## src/rtl/rast_pkg.sv

```systemverilog
// Shared rasterizer types and screen defaults, also imported by rast_triangle.
package rast_pkg;

  localparam int unsigned H_RES = 640;
  localparam int unsigned V_RES = 480;
  localparam int unsigned FRAC  = 8;
  localparam int unsigned Z_W   = 16;

  // Depth value written by a clear; farther than any real pixel.
  localparam logic [Z_W-1:0] Z_FAR = '1;

  typedef struct packed {
    logic [7:0] r;
    logic [7:0] g;
    logic [7:0] b;
  } rgb_t;

  typedef struct packed {
    logic [31:0] x;
    logic [31:0] y;
    logic [31:0] z;
    rgb_t        rgb;
  } pix_t;

  typedef enum logic [2:0] {
    StIdle,
    StArm,
    StRead,
    StCmp,
    StWrite,
    StAck,
    StWaitLow,
    StClear
  } state_e;

endpackage

```

## src/rtl/fb_addr_calc.sv

```systemverilog
// Combinational clip test, linear buffer address and saturated depth for one pixel.
module fb_addr_calc #(
  parameter int unsigned H_RES  = rast_pkg::H_RES,
  parameter int unsigned V_RES  = rast_pkg::V_RES,
  parameter int unsigned FRAC   = rast_pkg::FRAC,
  parameter int unsigned Z_W    = rast_pkg::Z_W,
  parameter int unsigned ADDR_W = 19
) (
  input  logic [95:0]       xyz_i,
  output logic [ADDR_W-1:0] addr_o,
  output logic [Z_W-1:0]    dz_o,
  output logic              clipped_o
);

  logic signed [31:0] px, py, pz;
  logic [ADDR_W-1:0]  row_base;

  assign px = $signed(xyz_i[95:64]) >>> FRAC;
  assign py = $signed(xyz_i[63:32]) >>> FRAC;
  assign pz = $signed(xyz_i[31:0]) >>> FRAC;

  assign clipped_o = px[31] || (px >= $signed(32'(H_RES))) ||
                     py[31] || (py >= $signed(32'(V_RES))) || pz[31];

  // Any bit above the depth word means the value is beyond range; clamp to far.
  assign dz_o = (|pz[31:Z_W]) ? '1 : pz[Z_W-1:0];

  // Row base py*H_RES built from the set bits of the constant width (shift-add).
  always_comb begin
    row_base = '0;
    for (int i = 0; i < 32; i++) begin
      if (H_RES[i]) row_base = row_base + (py[ADDR_W-1:0] << i);
    end
  end

  assign addr_o = row_base + px[ADDR_W-1:0];

endmodule

```

## src/rtl/zbuf_pixel_sink.sv

```systemverilog
// Depth-tested pixel sink: clips, Z-tests and writes rasterizer pixels; clears the depth buffer.
module zbuf_pixel_sink #(
  parameter int unsigned H_RES  = rast_pkg::H_RES,
  parameter int unsigned V_RES  = rast_pkg::V_RES,
  parameter int unsigned FRAC   = rast_pkg::FRAC,
  parameter int unsigned Z_W    = rast_pkg::Z_W,
  parameter int unsigned ADDR_W = 19
) (
  input  logic              CLK,
  input  logic              RESET,
  input  logic              pix_valid,
  input  logic [23:0]       pix_rgb,
  input  logic [95:0]       pix_xyz,
  output logic              pix_cont,
  input  logic              clear_start,
  output logic              clear_busy,
  output logic [ADDR_W-1:0] zb_addr,
  output logic              zb_we,
  output logic [Z_W-1:0]    zb_wdata,
  input  logic [Z_W-1:0]    zb_rdata,
  output logic [ADDR_W-1:0] fb_addr,
  output logic              fb_we,
  output logic [23:0]       fb_wdata,
  output logic [31:0]       pix_written
);

  import rast_pkg::*;

  localparam logic [ADDR_W-1:0] LastAddr = ADDR_W'(H_RES * V_RES - 1);

  state_e            state_q, state_d;
  logic              pend_q, pend_d;
  logic [ADDR_W-1:0] addr_q, addr_d;
  logic [Z_W-1:0]    dz_q, dz_d;
  rgb_t              rgb_q, rgb_d;
  logic [ADDR_W-1:0] cnt_q, cnt_d;
  logic [31:0]       written_q, written_d;

  logic [ADDR_W-1:0] calc_addr;
  logic [Z_W-1:0]    calc_dz;
  logic              calc_clip;

  fb_addr_calc #(
    .H_RES  (H_RES),
    .V_RES  (V_RES),
    .FRAC   (FRAC),
    .Z_W    (Z_W),
    .ADDR_W (ADDR_W)
  ) u_addr_calc (
    .xyz_i     (pix_xyz),
    .addr_o    (calc_addr),
    .dz_o      (calc_dz),
    .clipped_o (calc_clip)
  );

  // Next-state logic: pixel handshake, depth test and clear sweep.
  always_comb begin
    state_d   = state_q;
    pend_d    = pend_q | clear_start;
    addr_d    = addr_q;
    dz_d      = dz_q;
    rgb_d     = rgb_q;
    cnt_d     = cnt_q;
    written_d = written_q;
    unique case (state_q)
      StIdle: begin
        if (pend_q) begin
          state_d = StClear;
          cnt_d   = '0;
        end else if (pix_valid) begin
          state_d = StArm;
        end
      end
      // Producer colour is only valid on the second consecutive valid cycle.
      StArm: begin
        if (pix_valid) begin
          rgb_d   = pix_rgb;
          addr_d  = calc_addr;
          dz_d    = calc_dz;
          state_d = calc_clip ? StAck : StRead;
        end else begin
          state_d = StIdle;
        end
      end
      StRead:  state_d = StCmp;
      // Strictly nearer wins; on a tie the stored pixel stays.
      StCmp:   state_d = (dz_q < zb_rdata) ? StWrite : StAck;
      StWrite: begin
        written_d = written_q + 32'd1;
        state_d   = StAck;
      end
      StAck:   state_d = StWaitLow;
      // Hold off until the producer drops valid so a held pixel is not taken twice.
      StWaitLow: begin
        if (!pix_valid) state_d = StIdle;
      end
      StClear: begin
        cnt_d = cnt_q + 1'b1;
        if (cnt_q == LastAddr) begin
          state_d   = StIdle;
          pend_d    = 1'b0;
          written_d = '0;
          cnt_d     = '0;
        end
      end
    endcase
  end

  // State and datapath registers, synchronous active-high reset.
  always_ff @(posedge CLK) begin
    if (RESET) begin
      state_q   <= StIdle;
      pend_q    <= 1'b0;
      addr_q    <= '0;
      dz_q      <= '0;
      rgb_q     <= '0;
      cnt_q     <= '0;
      written_q <= '0;
    end else begin
      state_q   <= state_d;
      pend_q    <= pend_d;
      addr_q    <= addr_d;
      dz_q      <= dz_d;
      rgb_q     <= rgb_d;
      cnt_q     <= cnt_d;
      written_q <= written_d;
    end
  end

  // Outputs decoded from registered state and latched pixel data only.
  always_comb begin
    pix_cont    = (state_q == StAck);
    zb_we       = (state_q == StWrite) || (state_q == StClear);
    fb_we       = (state_q == StWrite);
    zb_addr     = (state_q == StClear) ? cnt_q : addr_q;
    zb_wdata    = (state_q == StClear) ? '1 : dz_q;
    fb_addr     = addr_q;
    fb_wdata    = rgb_q;
    clear_busy  = pend_q;
    pix_written = written_q;
  end

endmodule

```

## config.mk

```make
export PLATFORM = sky130hd
export DESIGN_NAME = zbuf_pixel_sink
export DESIGN_NICKNAME = d
export VERILOG_FILES = /design/src/rtl/rast_pkg.sv /design/src/rtl/fb_addr_calc.sv /design/src/rtl/zbuf_pixel_sink.sv
export SDC_FILE = /design/constraint.sdc
export NUM_CORES = 1
export LEC_CHECK = 0
export ABC_AREA = 1
export CORE_UTILIZATION = 50
export DETAILED_ROUTE_END_ITERATION = 6
export MAX_ROUTING_LAYER = met4
export PLACE_DENSITY = 0.92
export REMOVE_ABC_BUFFERS = 1
export SYNTH_ARGS = -nofsm -noshare
export SYNTH_HDL_FRONTEND = slang
export SYNTH_HIERARCHICAL = 1
export SYNTH_SLANG_ARGS = --single-unit
```

## constraint.sdc

```tcl
create_clock -name CLK -period 7.6 [get_ports CLK]
set_input_delay 2.28 -clock CLK [delete_from_list [all_inputs] [get_ports CLK]]
set_output_delay 2.28 -clock CLK [all_outputs]
set_load 0.02 [all_outputs]
```

==> metrics.txt <==
result of the run=completed; Tmin final=5.66 ns; starting density of the core=about half; synth top area cells=dfxtp_1, nand2_1, nor2_1; Setup violations, final=0; clock power share=32.1%; mean instance size in the synthesized netlist=between 6 and 7 um^2; Critical Setup Path Class=flop to output port; GR peak layer=met2; Via density=between 5 and 6; worst-margin pin slew=1.12 ns; depth of the worst register-to-register path=7; CP Max Fanout=52; Nets=approximately 1600; Final Hold Viols=0; count of buffers from port buffering=229; maximum capacitance violations=0; fraction of layout instances using a drive strength above 1=6.42%; Internal=1.62 mW; Die Area=15300 um^2; number of distinct library cells after synthesis=40; Final Cycle Share=roughly three quarters; cell taking the most area after synthesis=dfxtp_1; initial antenna violation count=0; num ports=254; antenna cell count=0; Max-slew headroom=between 20 and 30%; Synth Register Bits=114; violation count after the first detailed-routing iteration=672; Fill cells=1193; number of buffers inserted to repair setup after CTS=0; final-layout setup total negative slack=0 ns; clk buf depth=2; routed len/inst=14.6 um; met3 routing resource usage after global routing=a little over 8%; hold depth=2; CTS HTree Levels=4; share of total power in sequential cells=29.6%; fraction of power spent switching nets=a little under two fifths; data arrival time of the critical path=3.38 ns; worst hold-check path type=flop to flop; data required time at the worst endpoint=roughly 5.3 ns; first drt pass iteration count=6; cell area power density=approximately 250 nW/um^2; category of the worst setup path capture point=output port; Die Width=between 100 and 150 um; critical path launch point type=flop; clock sink count=about 110; pin count of the biggest net entering global routing=71; met2 usage=54.5%; vias in the first global route=7930; clk root buf=clkbuf_16; clock insertion delay at the later pin of the skew report=between 0.4 and 0.5 ns; final worst hold slack=0.481 ns; global-route wire length before repair=36900 um; half-perimeter wire length after detailed placement=16700 um; via count=between 8000 and 9000; worst-case clock skew=0.00861 ns; met1 global-route usage=34.7%; total of cells resized after clock tree synthesis=0; Multi-input gate area=~4400 um^2; Reg clk slew, reported paths=~0.060 ns; number of buffers inserted by hold repair at cts=0; core footprint=14500 um^2; yosys synthesis warning count=6; RSZ-0062 raised after global routing=no; die extent in y=roughly 120 um; grt total ovfl=0; final-report max-slew violation count=0; Switch Pwr=roughly 950 uW; highest achievable clock rate=about 180 MHz; area added between synthesis and finish=38.6%; Leak Pwr=~4.1 nW; number of buffers added by the clock tree synthesis step=17; fraction of the yosys area taken by sequential cells=a little under a third; number of remaining DRC errors=0; share of the synthesized area in the top cell type=30.9%; combinational power share=a little under two fifths; combined flip-flop and latch cell area=~2300 um^2; final wirelength=roughly 23000 um; final RePlAce weighted congestion=~0.95; gate count after technology mapping=around 1200; number of nets with antenna violations after routing=0; All-Layer GR Usage=between 30 and 40%; cell row count=44; post-synthesis instance area=between 7000 and 8000 um^2; worst IR drop on VDD=about 0.22 mV; CTS tree=done
## layout make-up
| type | count | share of cell area (%) |
|---|---|---|
| Clock buffer | 17 | 4.15 |
| Clock inverter | 15 | 1.79 |
| Inverter | 121 | 4.48 |
| Multi-Input combinational cell | 888 | 42.6 |
| Sequential cell | 114 | 22.3 |
| Tap cell | 184 | 2.25 |
| Timing Repair Buffer | 231 | 22.5 |
## routing by layer
| metal | up-vias | share of wire (%) |
|---|---|---|
| met4 | 0 | 4.5 |
| met1 | 3758 | 39 |
| met5 | - | 0 |
| met3 | 80 | 7.2 |
| met2 | 385 | 49 |
| li1 | 4080 | - |
## cell families (layout without fill, tap and decap cells)
logic type	count (synthesis)	after routing	share of synthesized area (%)
AO/OA/AOI/OAI	149	149	10.3
XOR/XNOR	19	19	2.25
adder cells (fa/ha/maj)	39	39	7.61
buffers and inverters	167	384	10.2
flip-flops	114	114	30.9
AND/OR/NAND/NOR	681	681	38.8
## cell usage in the layout, fill, tap and decap left out, types with 3 or more instances in the layout
cell type	Yosys	layout
nand2_1	283	283
nor2_1	269	269
clkdlybuf4s50_1	0	229
dfxtp_1	114	114
inv_1	109	108
o21ai_0	93	93
nand3_1	62	61
a21oi_1	50	50
ha_1	29	29
or2_2	20	20
clkbuf_16	0	17
inv_2	10	11
xor2_1	11	11
fa_1	10	10
nand4_1	8	8
nor3_1	8	8
xnor2_1	8	8
nand2_2	7	7
nor2_4	5	5
clkinv_4	0	5
nor2_2	4	4
nor4_1	4	4
inv_6	1	3
clkinvlp_4	0	3
bufinv_16	0	3
## worst paths after layout
| path | startpoint | endpoint | slack (ns) |
|---|---|---|---|
| max | state_q[0]$_SDFFE_PP0P_ | zb_addr[15] | 1.94 |
| min | fb_wdata[18]$_SDFFE_PP0P_ | fb_wdata[18]$_SDFFE_PP0P_ | 0.48 |
| max reg2reg | state_q[0]$_SDFFE_PP0P_ | cnt_q[0]$_SDFFE_PP0P_ | 4.94 |
| min reg2reg | fb_wdata[18]$_SDFFE_PP0P_ | fb_wdata[18]$_SDFFE_PP0P_ | 0.48 |
## registers in the layout, indices dropped and copies added (netlist names)
register / flops
pix_written: 32
state_q: 3
fb_wdata: 24
fb_addr: 19
clear_busy: 1
dz_q: 16
cnt_q: 19
## metrics by stage
step                      util, %  total power [mW]  std cells  instance area (um^2)  worst slack, ns
after floorplan                 -              1.31       1123                  7100             3.17
after global placement       66.6              1.72       1538                  9640             2.50
after detailed placement     66.6              1.75       1538                  9640             2.46
after CTS                    70.8              2.58       1570                 10300             2.02
after global routing         70.8              2.72       1570                 10300             1.76
final                        70.8              2.58       1570                 10300             1.94
## power by group through the flow
stage / Combinational [mW] / Clock [mW] / Sequential [mW]
2_1_floorplan: 0.478 / 0 / 0.830
3_3_place_gp: 0.957 / 0 / 0.767
3_5_place_dp: 0.979 / 0 / 0.771
4_1_cts: 0.985 / 0.834 / 0.760
5_1_grt: 1.08 / 0.870 / 0.773
6_report: 0.987 / 0.827 / 0.763
## worst max-delay path, cell delays in order, from the launching register on
cell,delay (ns)
dfxtp_1,0.41
nand2_1,0.15
nor2_4,0.66
inv_2,0.55
o21ai_0,0.46
clkdlybuf4s50_1,0.68
## Yosys cell counts, drive strengths merged
cell type and count:
or2 20, clkinv 1, a21oi 50, inv 120, xnor2 8, a221oi 1, buf 23, ha 29
nand3b 2, and3 2, clkbuf 23, o211ai 1, nand3 63, nor4 4, nand4 9, nor3 11
a31oi 1, fa 10, xor2 11, o21ai 93, and2 1, dfxtp 114, nor2 278, o2111ai 1
o31ai 2, nand2 291
No activity file was read; power rests on OpenSTA's default activity.
